$ cat src/rtl/io_shield_frontend_if.sv
// Shield pin bundle: raw buttons and DIP switches in, LED and 7-segment drive out.
// The master side is the board and pins; the slave side is the front-end controller.
interface io_shield_frontend_if;
    logic [4:0]  io_button;
    logic [23:0] io_dip;
    logic [23:0] io_led;
    logic [7:0]  io_seg;
    logic [3:0]  io_sel;

    modport master (
        output io_button,
        output io_dip,
        input  io_led,
        input  io_seg,
        input  io_sel
    );

    modport slave (
        input  io_button,
        input  io_dip,
        output io_led,
        output io_seg,
        output io_sel
    );
endinterface

$ cat src/rtl/io_shield_frontend.sv
// IO Shield front-panel controller.
// Debounces the D-pad buttons and DIP switches, mirrors dip[23:8] onto the LEDs and
// the 4-digit hex display, and runs a button-driven 8-bit counter on io_led[7:0]
// with 4-bit PWM dimming.

// Vector debouncer: a 2-flop synchronizer and a stability counter per bit.
// 'pressed' pulses for one cycle on a 0->1 change of 'level'; 'released' on 1->0.
module io_shield_debounce #(
    parameter int WIDTH = 1,
    parameter int BITS  = 20
) (
    input  logic             clk,
    input  logic             rst_n,
    input  logic [WIDTH-1:0] raw,
    output logic [WIDTH-1:0] level,
    output logic [WIDTH-1:0] pressed,
    output logic [WIDTH-1:0] released
);
    logic [WIDTH-1:0] sync_a;
    logic [WIDTH-1:0] sync_b;

    // Two-stage synchronizer for the asynchronous pin values.
    // NOTE: sequential state is always assigned with <= so every flop samples pre-edge values.
    always_ff @(posedge clk or negedge rst_n) begin
        if (!rst_n) begin
            sync_a <= '0;
            sync_b <= '0;
        end else begin
            sync_a <= raw;
            sync_b <= sync_a;
        end
    end

    for (genvar i = 0; i < WIDTH; i++) begin : g_bit
        logic [BITS-1:0] count;
        logic            level_q;
        logic            pressed_q;
        logic            released_q;

        // Stability counter: restarts on agreement, commits the new value once it saturates.
        always_ff @(posedge clk or negedge rst_n) begin
            if (!rst_n) begin
                count      <= '0;
                level_q    <= 1'b0;
                pressed_q  <= 1'b0;
                released_q <= 1'b0;
            end else begin
                pressed_q  <= 1'b0;
                released_q <= 1'b0;
                if (sync_b[i] == level_q) begin
                    count <= '0;
                end else begin
                    // Wraps to zero on the commit cycle, matching the restart on agreement.
                    count <= count + 1'b1;
                    if (&count) begin
                        level_q    <= sync_b[i];
                        pressed_q  <= sync_b[i];
                        released_q <= ~sync_b[i];
                    end
                end
            end
        end

        assign level[i]    = level_q;
        assign pressed[i]  = pressed_q;
        assign released[i] = released_q;
    end
endmodule

module io_shield_frontend #(
    parameter int DEBOUNCE_BITS = 20,
    parameter int REFRESH_BITS  = 18,
    parameter int PWM_BITS      = 4
) (
    input  logic                  clk,
    input  logic                  rst_n,
    io_shield_frontend_if.slave   pins
);
    typedef enum logic [2:0] {
        BTN_UP     = 3'd0,
        BTN_CENTER = 3'd1,
        BTN_DOWN   = 3'd2,
        BTN_LEFT   = 3'd3,
        BTN_RIGHT  = 3'd4
    } button_e;

    localparam logic [PWM_BITS-1:0] PWM_MIN = PWM_BITS'(1);
    localparam logic [PWM_BITS-1:0] PWM_MAX = '1;

    logic [4:0]  btn_level;
    logic [4:0]  btn_pressed;
    logic [4:0]  btn_released;
    logic [23:0] dip_level;
    logic [23:0] dip_pressed;
    logic [23:0] dip_released;

    logic [7:0]              led_value;
    logic [PWM_BITS-1:0]     pwm_value;
    logic [PWM_BITS-1:0]     pwm_count;
    logic [REFRESH_BITS-1:0] refresh_count;
    logic                    pwm_out;
    logic [1:0]              digit;
    logic [3:0]              nibble;
    logic [6:0]              glyph;

    io_shield_debounce #(.WIDTH(5), .BITS(DEBOUNCE_BITS)) u_button_db (
        .clk      (clk),
        .rst_n    (rst_n),
        .raw      (pins.io_button),
        .level    (btn_level),
        .pressed  (btn_pressed),
        .released (btn_released)
    );

    io_shield_debounce #(.WIDTH(24), .BITS(DEBOUNCE_BITS)) u_dip_db (
        .clk      (clk),
        .rst_n    (rst_n),
        .raw      (pins.io_dip),
        .level    (dip_level),
        .pressed  (dip_pressed),
        .released (dip_released)
    );

    // Low DIP bits and all release pulses have no consumer on this board.
    logic unused_ok;
    assign unused_ok = &{1'b0, dip_level[7:0], dip_pressed, dip_released, btn_released,
                         btn_pressed[BTN_CENTER]};

    // Button-driven counter: up beats down, and either press beats the center clear.
    always_ff @(posedge clk or negedge rst_n) begin
        if (!rst_n) begin
            led_value <= 8'h00;
        end else if (btn_pressed[BTN_UP]) begin
            led_value <= led_value + 8'd1;
        end else if (btn_pressed[BTN_DOWN]) begin
            led_value <= led_value - 8'd1;
        end else if (btn_level[BTN_CENTER]) begin
            led_value <= 8'h00;
        end
    end

    // Brightness level, clamped to [1, max] so the counter LEDs never go fully dark.
    always_ff @(posedge clk or negedge rst_n) begin
        if (!rst_n) begin
            pwm_value <= PWM_MAX;
        end else if (btn_pressed[BTN_LEFT] && (pwm_value > PWM_MIN)) begin
            pwm_value <= pwm_value - PWM_MIN;
        end else if (btn_pressed[BTN_RIGHT] && (pwm_value < PWM_MAX)) begin
            pwm_value <= pwm_value + PWM_MIN;
        end
    end

    // Free-running PWM and display refresh timebases.
    always_ff @(posedge clk or negedge rst_n) begin
        if (!rst_n) begin
            pwm_count     <= '0;
            refresh_count <= '0;
        end else begin
            pwm_count     <= pwm_count + 1'b1;
            refresh_count <= refresh_count + 1'b1;
        end
    end

    assign pwm_out = (pwm_count < pwm_value);
    assign digit   = refresh_count[REFRESH_BITS-1 -: 2];

    // Digit nibble select and active-low hex glyph lookup (lowercase b and d).
    // NOTE: every always_comb output gets a default first so no path can infer a latch.
    always_comb begin
        nibble = dip_level[11:8];
        glyph  = 7'b1000000;
        case (digit)
            2'd0: nibble = dip_level[11:8];
            2'd1: nibble = dip_level[15:12];
            2'd2: nibble = dip_level[19:16];
            2'd3: nibble = dip_level[23:20];
            default: nibble = dip_level[11:8];
        endcase
        case (nibble)
            4'h0: glyph = 7'b1000000;
            4'h1: glyph = 7'b1111001;
            4'h2: glyph = 7'b0100100;
            4'h3: glyph = 7'b0110000;
            4'h4: glyph = 7'b0011001;
            4'h5: glyph = 7'b0010010;
            4'h6: glyph = 7'b0000010;
            4'h7: glyph = 7'b1111000;
            4'h8: glyph = 7'b0000000;
            4'h9: glyph = 7'b0010000;
            4'hA: glyph = 7'b0001000;
            4'hB: glyph = 7'b0000011;
            4'hC: glyph = 7'b1000110;
            4'hD: glyph = 7'b0100001;
            4'hE: glyph = 7'b0000110;
            4'hF: glyph = 7'b0001110;
            default: glyph = 7'b1000000;
        endcase
    end

    // Select and segments both derive from the same registered digit, so they switch together.
    assign pins.io_sel = ~(4'b0001 << digit);
    assign pins.io_seg = {1'b1, glyph};
    assign pins.io_led = {dip_level[23:8], led_value & {8{pwm_out}}};
endmodule

$ cat src/flat_wrapper.sv
// flat-port wrapper written by rule: the top's interface ports become plain ports
module io_shield_frontend_flat 
#(
    parameter int DEBOUNCE_BITS = 20,
    parameter int REFRESH_BITS  = 18,
    parameter int PWM_BITS      = 4
)
  (clk, rst_n, pins_io_button, pins_io_dip, pins_io_led, pins_io_seg, pins_io_sel);
  io_shield_frontend_if pins_i ();
  input  logic clk;
  input  logic rst_n;
  input wire logic [$bits(pins_i.io_button)-1:0] pins_io_button;
  input wire logic [$bits(pins_i.io_dip)-1:0] pins_io_dip;
  output wire logic [$bits(pins_i.io_led)-1:0] pins_io_led;
  output wire logic [$bits(pins_i.io_seg)-1:0] pins_io_seg;
  output wire logic [$bits(pins_i.io_sel)-1:0] pins_io_sel;
  assign pins_i.io_button = pins_io_button;
  assign pins_i.io_dip = pins_io_dip;
  assign pins_io_led = pins_i.io_led;
  assign pins_io_seg = pins_i.io_seg;
  assign pins_io_sel = pins_i.io_sel;
  io_shield_frontend #(.DEBOUNCE_BITS(DEBOUNCE_BITS), .REFRESH_BITS(REFRESH_BITS), .PWM_BITS(PWM_BITS)) u_core (.clk(clk), .rst_n(rst_n), .pins(pins_i));
endmodule
$ cat config.mk
export PLATFORM = sky130hd
export DESIGN_NAME = io_shield_frontend_flat
export DESIGN_NICKNAME = d
export VERILOG_FILES = /design/src/rtl/io_shield_frontend_if.sv /design/src/rtl/io_shield_frontend.sv /design/src/flat_wrapper.sv
export SDC_FILE = /design/constraint.sdc
export NUM_CORES = 1
export LEC_CHECK = 0
export ABC_CLOCK_PERIOD_IN_PS = 3060
export BUFFER_PORTS_ARGS = -buffer_cell sky130_fd_sc_hd__buf_2
export CAP_MARGIN = 5
export CORE_ASPECT_RATIO = 0.9
export CORE_MARGIN = 5
export CORE_UTILIZATION = 25
export CTS_CLUSTER_DIAMETER = 40
export CTS_CLUSTER_SIZE = 8
export DETAILED_ROUTE_END_ITERATION = 7
export GPL_TIMING_DRIVEN = 0
export PLACE_DENSITY = 0.45
export SLEW_MARGIN = 20
export SYNTH_ARGS = -nofsm -noshare
export SYNTH_HDL_FRONTEND = slang
export SYNTH_SLANG_ARGS = --single-unit
$ cat constraint.sdc
create_clock -name clk -period 3.06 [get_ports clk]
set_clock_uncertainty 0.1 [all_clocks]
set_input_delay 0.153 -clock clk [delete_from_list [all_inputs] [get_ports clk]]
set_output_delay 0.153 -clock clk [all_outputs]
set_load 0.005 [all_outputs]
==> metrics.yaml, run 1 <==
run_status:
  outcome: "finished, final reports clean"
worst_setup_path:
  reg2reg_to: "u_core.u_dip_db.g_bit[19].level_q"
  worstPathRequired_ns: 2.81
  path_class: "flip-flop to primary output"
  r2r_setup_slack_ns: 0.74
  start_kind: "flip-flop"
  crit_arrival_ns: 2.71
  cp-end-kind: "primary output"
  crit_fanout: 5
  r2r-start: "u_core.u_dip_db.g_bit[19].count[8]"
  reg2reg_depth: 5
finish:
  layout-drive-gt1-share_pct: 12.61
  finalNetCount: 2731
  nFillCells: 10131
  stdcell_count: 4069
  area_growth_syn_to_layout_pct: 23.76
  final_util_pct: 31.25
  num_antenna_cells: 0
clock_network:
  clockBufferDepth: 3
  cts_tree: "built"
  htreeDepth: 3
  root_buffer: "clkbuf_16"
  clk_pin_slew_ns: 0.05
  cts_made_buffers: 101
  clk_latency_ns: 0.64
  cts_sinks: 521
synth:
  async_flop_share_pct: 100.0
  syn_area_mm2: 0.02490
  synth_compound_area_share_pct: 7.548
  synth-edff-count: 0
  synth_cells: 2467
  yosys_warnings: 0
  synth_xor_area_share_pct: 9.956
  syn_avg_cell_area_um2: 10.09
  synth_fp_nets: 2535
  synth_seq_cells: 521
  synth-main-ff-cell: "dfrtp_1"
  synth_fa_ha_area_share_pct: 1.859
  synth_cell_type_count: 57
  synth_top_area_share_pct: 51.97
  synth_area_leader_cell: "dfrtp_1"
  synth_area_leaders: "dfrtp_1 (52%), xnor2_1 (5.6%), nor2_1 (4.3%)"
  synth_top_family_by_area: "simple AND/OR/NAND/NOR gates"
  yosys.area_share.simple_pct: 23.22
  synth.area.mux_share_pct: 1.875
  yosysSeqAreaShare_pct: 52.39
sta:
  slew_headroom_pct: 37.56
  tightest_slew_ns: 0.9299
  post-route-min-period_ns: 2.968
  drv_slew: 0
  rsz0062_at_grt: "true"
  finalCritPeriodShare_pct: 96.99
  setup_violations: 0
  hold_viol_final: 0
  max_freq_ghz: 0.3369
power:
  clock_power_share_pct: 59.6
  pwr-share-comb_pct: 2.5
  p_sw_uw: 4073
  p_int_uw: 14630
  power_uw: 18700
  vdd_drop_max_v: 0.0003793
  p_per_area_mw_per_mm2: 607.0
  p_seq_share_pct: 37.9
  p_leak_uw: 0.01237
  swShare_pct: 21.78
global_routing:
  grt_usage_pct: 10.45
  antenna_found_initial: 2
  grt_max_degree: 92
  grt_pass1_vias: 17704
  grt_overflow: 0
  grt_pass1_wl_um: 93020
floorplan:
  die_y_um: 309.4
  core_area_mm2: 0.09860
  start_util_pct: 25.25
  fp.dieArea_mm2: 0.1060
  row_count: 109
  dieWidth_um: 342.6
  num_io_pins: 67
routing:
  ant_nets: 0
  routed_wl_um: 54710
  firstDrtPassIters: 5
  vias: 18301
  drt_iter0_markers: 1062
  drc: 0
  viasPerCell: 4.498
  wl_per_cell_um: 13.45
place:
  gp_congestion: 0.7190
  port_buffers: 57
  dp_cells: 3862
  post-dp-hpwl_um: 35560
flow_run:
  max-cap-violations: 0
worst_hold_path:
  worstHoldPathType: "input pin to asynchronous set/reset pin"
worst max-delay path: stages (launching register included):
cell	delay, ns
dfrtp_4	0.49
mux4_2	0.68
inv_4	0.14
ha_4	0.13
inv_2	0.03
mux4_2	0.46
buf_6	0.13
repair_timing:
item	in CTS	in global routing
hold endpoints to repair	289	0
pin swaps	0	1
resized for setup	4	13
buffers inserted	4	4
hold buffers	24	0
endpoints found under the setup margin	7	4
cells in the mapped netlist, types with 4 or more instances:
library cell  number
dfrtp_1          517
nor2_1           288
xnor2_1          160
nand3_1          149
a21oi_1          143
nand2_1          139
xor2_1           123
nand4_1          102
inv_1             85
or4_1             79
o21ai_0           72
o31ai_1           72
clkbuf_1          62
nor4_1            58
or3_1             57
nor3_1            50
and3_1            37
ha_1              37
and4_1            36
mux2_2            27
and2_1            21
nor2b_1           19
buf_4             17
or2_2             16
a211oi_1           9
buf_2              7
nand4b_1           7
nand2b_1           6
nand4_2            6
a31oi_1            5
clkbuf_2           5
mux2i_1            5
mux4_2             5
dfstp_2            4
o22ai_1            4
or4_4              4
logic make-up after synthesis:
kind of cell / after synthesis
and+or+nand+nor: 1086
DFF: 521
AOI/OAI and AO/OA: 321
xor gates and xnor gates: 283
buffers and inverters: 181
adders and majority gates: 37
muxes: 37
other: 1
per-layer routing:
metal  vias up  global-route usage [%]  share of wire [%]
met5         -                       0                  0
met4         0                   3.228                2.5
li1       9219                       -                  -
met2       226                   14.66                 40
met1      8758                   15.64                 53
met3        98                   2.706                4.4
layout make-up:
cell class                      instances  area (µm²)  share of cell area [%]
Multi-Input combinational cell       1765       11100                   36.02
Sequential cell                       521       13050                   42.35
Tap cell                             1332        1667                   5.409
Clock inverter                         48       635.6                   2.063
Buffer                                 94       456.7                   1.482
Clock buffer                          129        2794                   9.068
Timing Repair Buffer                   95       790.8                   2.566
Inverter                               85       321.6                   1.044
registers in the layout, summed over array words and instances (netlist names):
name	count
u_core.u_button_db.sync_b	5
u_core.pwm_count	4
u_core.u_dip_db.g_bit.count	320
u_core.pwm_value	4
u_core.led_value	8
u_core.u_button_db.g_bit.count	100
u_core.u_dip_db.sync_b	16
u_core.u_dip_db.sync_a	16
u_core.u_button_db.sync_a	5
u_core.u_dip_db.g_bit.level_q	16
u_core.u_button_db.g_bit.level_q	5
u_core.refresh_count	18
u_core.u_button_db.g_bit.pressed_q	4
power groups by stage:
stage / Combinational, µW / Clock (µW) / Sequential [µW]
3_5_place_dp: 458 / 0 / 7200
4_1_cts: 491 / 11500 / 7090
5_1_grt: 546 / 11900 / 7100
2_1_floorplan: 197 / 0 / 7180
3_3_place_gp: 434 / 0 / 7210
6_report: 462 / 11100 / 7090
metrics by stage:
stage          instance area, µm²   TNS [ns]  hold slack (ns)  worst slack (ns)
6_report                    30810          0          0.03263           0.09203
5_1_grt                     30810  -0.009431          0.01008         -0.009431
4_1_cts                     30740          0         0.003174          0.004589
3_5_place_dp                27020   -0.01693        -0.004936          -0.01693
3_3_place_gp                26850   -5137.76           0.1627            -10.02
2_1_floorplan               24900          0          -0.2426            0.8348
cells in the final DEF (no fill, tap or decap), types with 13 or more instances in the layout:
master,synthesis,final
and3_1,37,37
o31ai_1,72,72
mux2_2,27,27
nand3_1,149,149
dfrtp_1,517,515
nor4_1,58,58
nand4_1,102,102
nor2b_1,19,19
and4_1,36,36
buf_2,7,60
or3_1,57,57
clkbuf_8,0,14
xnor2_1,160,160
or2_2,16,16
buf_4,17,26
ha_1,37,33
o21ai_0,72,72
clkbuf_16,0,102
a21oi_1,143,143
clkbuf_1,62,73
nor3_1,50,50
and2_1,21,21
bufinv_16,0,13
inv_1,85,82
or4_1,79,79
dlygate4sd3_1,0,23
clkinv_2,0,19
xor2_1,123,123
nand2_1,139,139
nor2_1,288,288
how the worst max path moves through the flow:
stage	start	end	slack, ns	cells past startpoint
floorplan	u_core.refresh_count[16]	pins_io_seg[3]	0.83	6
global placement	rst_n	u_core.pwm_count[0]	-10.02	1
detailed placement	u_core.refresh_count[16]	pins_io_seg[1]	-0.02	8
CTS	u_core.pwm_value[1]	pins_io_led[4]	0.005	6
global route	u_core.refresh_count[16]	pins_io_seg[3]	-0.009	6
finish	u_core.refresh_count[16]	pins_io_seg[3]	0.09	6
(Power assumes the default switching activity.)
==> run 2: changes to the inputs <==
BUFFER_PORTS_ARGS = -buffer_cell sky130_fd_sc_hd__buf_4   (was -buffer_cell sky130_fd_sc_hd__buf_2)
SLEW_MARGIN = 30   (was 20)
==> run 2 against run 1 <==
Against the previous run:
- global-route usage rose by 0.055 points
- critical path depth fell by 1
- fmax rose by 0.27%
- register-to-register slack got worse by 0.02 ns
- utilization rose by 0.30 points
- via count rose by 1.6%
- count of clock-buffer cells in the layout rose by 3
- non-clock buffer count rose by 1
- sequential share of layout area fell by 0.42 points
==> metrics.yaml, run 2 (synthesis results as in run 1) <==
worst_setup_path:
  crit_fanout: 5  # unchanged
  crit_arrival_ns: 2.71  # about the same
  r2r_setup_slack_ns: 0.72  # -0.02 ns
  path_cells: "mux4_2 > buf_4 > mux2i_1 > a32o_2 > buf_6"
  start_kind: "flip-flop"
  worstPathRequired_ns: 2.81  # about the same
  cpPeakStageDelay_ns: 0.74  # +0.06 ns
  cp-end-kind: "primary output"
  path_class: "flip-flop to primary output"
  crit_path_top_delay_cell: "mux4_2"
clock_network:
  cts_made_buffers: 102  # +0.99%
  cts_tree: "built"
  clk_pin_slew_ns: 0.05  # about the same
  htreeDepth: 3  # unchanged
  root_buffer: "clkbuf_16"
  clockBufferDepth: 3  # unchanged
  clk_latency_ns: 0.64  # about the same
  cts_sinks: 521  # unchanged
finish:
  fin_area_mm2: 0.03111  # +0.97%
  stdcell_count: 4074  # +0.12%
  reg.largest.list: "u_core.u_dip_db.g_bit.count: 320 flops, u_core.u_button_db.g_bit.count: 100 flops, u_core.refresh_count: 18 flops"
  num_antenna_cells: 0  # unchanged
  area_growth_syn_to_layout_pct: 24.96
  mostFrequentLayoutCell: "dfrtp_1"
  mostFrequentLayoutCells: "dfrtp_1 (515), nor2_1 (288), xnor2_1 (160), nand3_1 (149), a21oi_1 (143)"
  regMostFlops: "u_core.u_dip_db.g_bit.count"
  finalNetCount: 2734  # +0.11%
  layout-drive-gt1-share_pct: 12.65  # +0.050 points
  final_util_pct: 31.55  # +0.30 points
  largest_reg_flops: 320  # unchanged
sta:
  tightest_slew_ns: 0.9251  # -0.004809 ns
  finalCritPeriodShare_pct: 96.73  # -0.26 points
  slew_headroom_pct: 37.88  # +0.32 points
  setup_slack_ns: 0.1001  # +0.008089 ns
  hold_viol_final: 0  # unchanged
  drv_slew: 0  # unchanged
  post-route-min-period_ns: 2.960  # -0.008089 ns
  max_freq_ghz: 0.3379  # +0.27%
  setup_violations: 0  # unchanged
routing:
  firstDrtPassIters: 5  # unchanged
  vias: 18590  # +1.6%
  drt_iter0_markers: 902  # -15%
  wl_per_cell_um: 13.75  # +2.3%
  viasPerCell: 4.563  # +1.5%
  ant_nets: 0  # unchanged
  drc: 0  # unchanged
  routed_wl_um: 56030  # +2.4%
place:
  gp_congestion: 0.7234  # +0.61%
  port_buffers: 57  # unchanged
  dp_cells: 3863  # +0.026%
  preCtsSetupSlack_ns: 0.3760  # +0.3929 ns
  post_dp_cell_area_mm2: 0.02719  # +0.63%
  post-dp-hpwl_um: 36150  # +1.7%
floorplan:
  die_y_um: 309.4  # unchanged
  dieWidth_um: 342.6  # unchanged
  row_count: 109  # unchanged
  core_area_mm2: 0.09860  # unchanged
  num_io_pins: 67  # unchanged
  start_util_pct: 25.25  # unchanged
  fp.dieArea_mm2: 0.1060  # unchanged
worst_hold_path:
  worstHoldPathType: "input pin to flip-flop"
global_routing:
  grt_usage_pct: 10.50  # +0.055 points
  grt_overflow: 0  # unchanged
  grt_max_degree: 80  # -13%
  grt_pass1_wl_um: 93620  # +0.65%
  antenna_found_initial: 7  # +5
  grt_pass1_vias: 18091  # +2.2%
run_status:
  outcome: "finished, final reports clean"
power:
  p_leak_uw: 0.01247  # +0.85%
  p_per_area_mw_per_mm2: 609.0  # +0.33%
  vdd_drop_max_v: 0.0003489  # -8.0%
flow_run:
  max-cap-violations: 0  # unchanged
run 2: cell count changes in the layout (fill, tap and decap cells not counted), sizes merged:
| cell | delta |
|---|---|
| buf | -1 |
| mux4 | +1 |
| clkbuf | +4 |
| clkinvlp | -1 |
| bufinv | +1 |
| dlygate4sd3 | +1 |
run 2: where the power goes:
group | leakage (µW) | internal [µW] | switching, µW
Clock | 0.00173 | 7680 | 3690
Combinational | 0.00365 | 160 | 316
Sequential | 0.00709 | 7010 | 90.3
run 2: layout make-up:
| class | count | area [µm²] |
|---|---|---|
| Sequential cell | 521 | 13050 |
| Fill cell | 10108 | 67490 |
| Buffer | 95 | 481.7 |
| Clock buffer | 132 | 2845 |
| Inverter | 85 | 321.6 |
| Tap cell | 1332 | 1667 |
| Timing Repair Buffer | 95 | 937.1 |
| Clock inverter | 48 | 694.4 |
| Multi-Input combinational cell | 1766 | 11120 |
run 2: routing by layer:
metal / wire, µm / vias up / track usage (%)
li1: - / 9220 / -
met1: 29200 / 9011 / 15.74
met2: 22670 / 256 / 14.84
met3: 2793 / 103 / 2.431
met4: 1364 / 0 / 3.459
met5: 0 / - / 0
run 2: worst max-delay path, delay by kind of cell, from the launching register on:
family | cells | cell delay [ns]
mux | 2 | 0.85
flops | 1 | 0.61
buf+inv | 2 | 0.36
compound gates | 1 | 0.24
run 2: final timing paths:
check | cells after the start | start | end
max in group asynchronous | 7 | rst_n | u_core.u_dip_db.g_bit[20].level_q
worst max register to register | 5 | u_core.u_dip_db.g_bit[23].count[8] | u_core.u_dip_db.g_bit[23].level_q
worst max-delay path | 5 | u_core.u_dip_db.g_bit[23].level_q | pins_io_seg[1]
worst min register to register | 0 | u_core.u_dip_db.sync_a[9] | u_core.u_dip_db.sync_b[9]
min in group asynchronous | 4 | rst_n | u_core.u_dip_db.g_bit[9].count[18]
worst min-delay path | 2 | pins_io_button[2] | u_core.u_button_db.sync_a[2]
run 2: repair_timing:
| item | 4_1_cts | 5_1_grt |
|---|---|---|
| setup endpoints to repair | 7 | 5 |
| hold endpoints to repair | 186 | 0 |
| pin swaps | 0 | 0 |
| cloned | 0 | 1 |
| gates resized for setup | 8 | 6 |
| setup buffers | 2 | 4 |
| hold buffers | 25 | 0 |
run 2: per-stage QoR:
step           setup TNS [ns]  hold slack, ns  power [µW]
2_1_floorplan               0         -0.2426        7373
3_3_place_gp         -2264.33          0.1637        7643
3_5_place_dp                0        -0.05543        7674
4_1_cts             -0.008447       0.0002134       19360
5_1_grt              -0.04902         0.02602       19770
6_report                    0         0.06542       18950
==> run 3: changes to the inputs <==
--- a/config.mk
+++ b/config.mk
@@ -18,2 +18,3 @@
 export PLACE_DENSITY = 0.45
+export RECOVER_POWER = 100
 export SLEW_MARGIN = 30
--- a/constraint.sdc
+++ b/constraint.sdc
@@ -4,2 +4,2 @@
 set_output_delay 0.153 -clock clk [all_outputs]
-set_load 0.005 [all_outputs]
+set_load 0.01 [all_outputs]
==> run 3 against run 2 <==
Against the previous run:
- the flow now finishes with violations (capacitance limit, slew limit)
- combinational power decreased by 3%
- count of clock-buffer cells in the layout unchanged
- final cell count about the same
- first-iteration DRC count rose by 0.22%
- register-to-register slack about the same
- global-route usage about the same
- setup slack improved by 0.010 ns
- utilization is 0.13 points lower
==> metrics.yaml, run 3 (synthesis results as in run 1) <==
run_status:
  outcome: "complete, but fails checks"
  violations: "capacitance limit, slew limit"
worst_setup_path:
  crit_fanout: 5  # unchanged
  r2r-start: "u_core.u_dip_db.g_bit[23].count[8]"
  crit_arrival_ns: 2.70  # about the same
  cp_top_family: "multiplexers"
  worstPathRequired_ns: 2.81  # about the same
  startpoint: "u_core.u_dip_db.g_bit[23].level_q"
  cpPeakStageDelay_ns: 0.73  # about the same
  start_kind: "flip-flop"
  cp-end-kind: "primary output"
  path_class: "flip-flop to primary output"
  path_cells: "mux4_2 > or2_2 > o21ai_0 > buf_4"
  cp.buffers_inverters: 1  # -1
  crit_path_top_delay_cell: "mux4_2"
global_routing:
  grt_pass1_wl_um: 93650  # about the same
  grt_usage_pct: 10.51  # about the same
  grt_max_degree: 80  # unchanged
  antenna_found_initial: 6  # -1
  grt_pass1_vias: 18096  # +0.028%
  grt_overflow: 0  # unchanged
sta:
  tightest_slew_ns: 1.650  # +0.7248 ns
  drv_slew: 27  # +27
  setup_violations: 0  # unchanged
  max_freq_ghz: 0.3390  # +0.34%
  slew_headroom_pct: -9.997  # -48 points
  post-route-min-period_ns: 2.950  # -0.01017 ns
  hold_ws_ns: 0.08587  # +0.02045 ns
  setup_slack_ns: 0.1103  # +0.01016 ns
  finalCritPeriodShare_pct: 96.40  # -0.33 points
  hold_viol_final: 0  # unchanged
finish:
  nFillCells: 10131  # +0.23%
  reg.largest.list: "u_core.u_dip_db.g_bit.count: 320 flops, u_core.u_button_db.g_bit.count: 100 flops, u_core.refresh_count: 18 flops"
  mostFrequentLayoutCell: "dfrtp_1"
  regMostFlops: "u_core.u_dip_db.g_bit.count"
  area_growth_syn_to_layout_pct: 24.45
  layout-drive-gt1-share_pct: 11.92  # -0.74 points
  multi_input_area_mm2: 0.01106  # -0.53%
  largest_reg_flops: 320  # unchanged
  final_util_pct: 31.42  # -0.13 points
  register_area_mm2: 0.01304  # about the same
  finalNetCount: 2736  # +0.073%
  mostFrequentLayoutCells: "dfrtp_1 (516), nor2_1 (288), xnor2_1 (160), nand3_1 (149), a21oi_1 (143)"
routing:
  viasPerCell: 4.553  # -0.23%
  routed_wl_um: 55780  # -0.45%
  drt_iter0_markers: 904  # +0.22%
  wl_per_cell_um: 13.68  # -0.53%
  firstDrtPassIters: 5  # unchanged
  drc: 0  # unchanged
  vias: 18561  # -0.16%
  ant_nets: 0  # unchanged
place:
  gp_congestion: 0.7234  # unchanged
  preCtsSetupSlack_ns: 0.3703  # -0.005679 ns
  post-dp-hpwl_um: 36150  # unchanged
  port_buffers: 57  # unchanged
clock_network:
  htreeDepth: 3  # unchanged
  clk_pin_slew_ns: 0.05  # about the same
  clk_latency_ns: 0.64  # about the same
  clockBufferDepth: 3  # unchanged
  root_buffer: "clkbuf_16"
  cts_made_buffers: 102  # unchanged
  cts_tree: "built"
  cts_sinks: 521  # unchanged
power:
  p_seq_share_pct: 37.5  # about the same
  vdd_drop_max_v: 0.0003482  # -0.18%
  p_int_uw: 14830  # about the same
  swShare_pct: 21.65  # about the same
  pwr-share-comb_pct: 2.4  # about the same
  p_leak_uw: 0.01234  # -1.0%
  p_per_area_mw_per_mm2: 611.1  # +0.34%
  p_sw_uw: 4099  # about the same
  clock_power_share_pct: 60.1  # about the same
floorplan:
  dieWidth_um: 342.6  # unchanged
  core_area_mm2: 0.09860  # unchanged
  start_util_pct: 25.25  # unchanged
  fp.dieArea_mm2: 0.1060  # unchanged
  die_y_um: 309.4  # unchanged
  row_count: 109  # unchanged
  num_io_pins: 67  # unchanged
worst_hold_path:
  min_from: "pins_io_button[3]"
  worstHoldPathType: "input pin to flip-flop"
flow_run:
  max-cap-violations: 1  # +1
## run 3: cell types whose count changed in the layout (fill, tap and decap cells not counted), sizes merged
cell    previous run  this run
clkbuf           198       237
diode              0         1
buf              100        63
## run 3: metrics by stage
stage               power (µW)    TNS, ns  instance area (µm²)  instances
finish                   18930          0                30980       4077
global route             19750  -0.009707                30980       4077
CTS                      19360  -0.001377                31040       4070
detailed placement        7674          0                27190       3863
global placement          7644   -2264.35                26990       3856
floorplan                 7373          0                24900       2467
## run 3: metal layers
metal	share of wire (%)	wire length, µm	track usage [%]	vias to the layer above
li1	-	-	-	9230
met1	53	29360	15.74	8990
met2	40	22560	14.85	238
met3	4.5	2493	2.425	103
met4	2.4	1364	3.459	0
met5	0	0	0	-
## run 3: final timing paths
check	endpoint	slack, ns	cells after the start
setup / recovery	pins_io_seg[6]	0.11	4
hold / removal	u_core.u_button_db.sync_a[3]	0.09	2
setup reg to reg	u_core.u_dip_db.g_bit[23].level_q	0.72	5
hold reg to reg	u_core.u_dip_db.sync_b[9]	0.24	0
max in group asynchronous	u_core.u_dip_db.g_bit[20].count[2]	0.65	7
min in group asynchronous	u_core.u_dip_db.g_bit[21].count[2]	0.67	4
## run 3: final cells by class
cell class              count  share of cell area, %
diodes                      1               0.008077
plain buffers              95                  1.502
clock buffers             132                  9.183
clock inverters            48                  2.241
inverters                  85                  1.030
multi-input cells        1766                  35.69
flip-flops and latches    521                  42.10
well taps                1332                  5.379
repair buffers             97                  2.863
## run 3: what timing repair did
| item | 4_1_cts | 5_1_grt |
|---|---|---|
| gates cloned | 0 | 1 |
| endpoints found under the hold margin | 186 | 0 |
| hold buffers | 25 | 0 |
| setup endpoints to repair | 7 | 6 |
| resized for setup | 8 | 6 |
| setup buffers | 3 | 5 |
## run 3: power by group through the flow
| stage | clock network (µW) | registers, µW | logic, µW |
|---|---|---|---|
| final | 11400 | 7100 | 463 |
| after global routing | 12100 | 7100 | 549 |
| after CTS | 11800 | 7090 | 504 |
| after detailed placement | 0 | 7200 | 473 |
| after global placement | 0 | 7200 | 439 |
| after floorplan | 0 | 7180 | 197 |
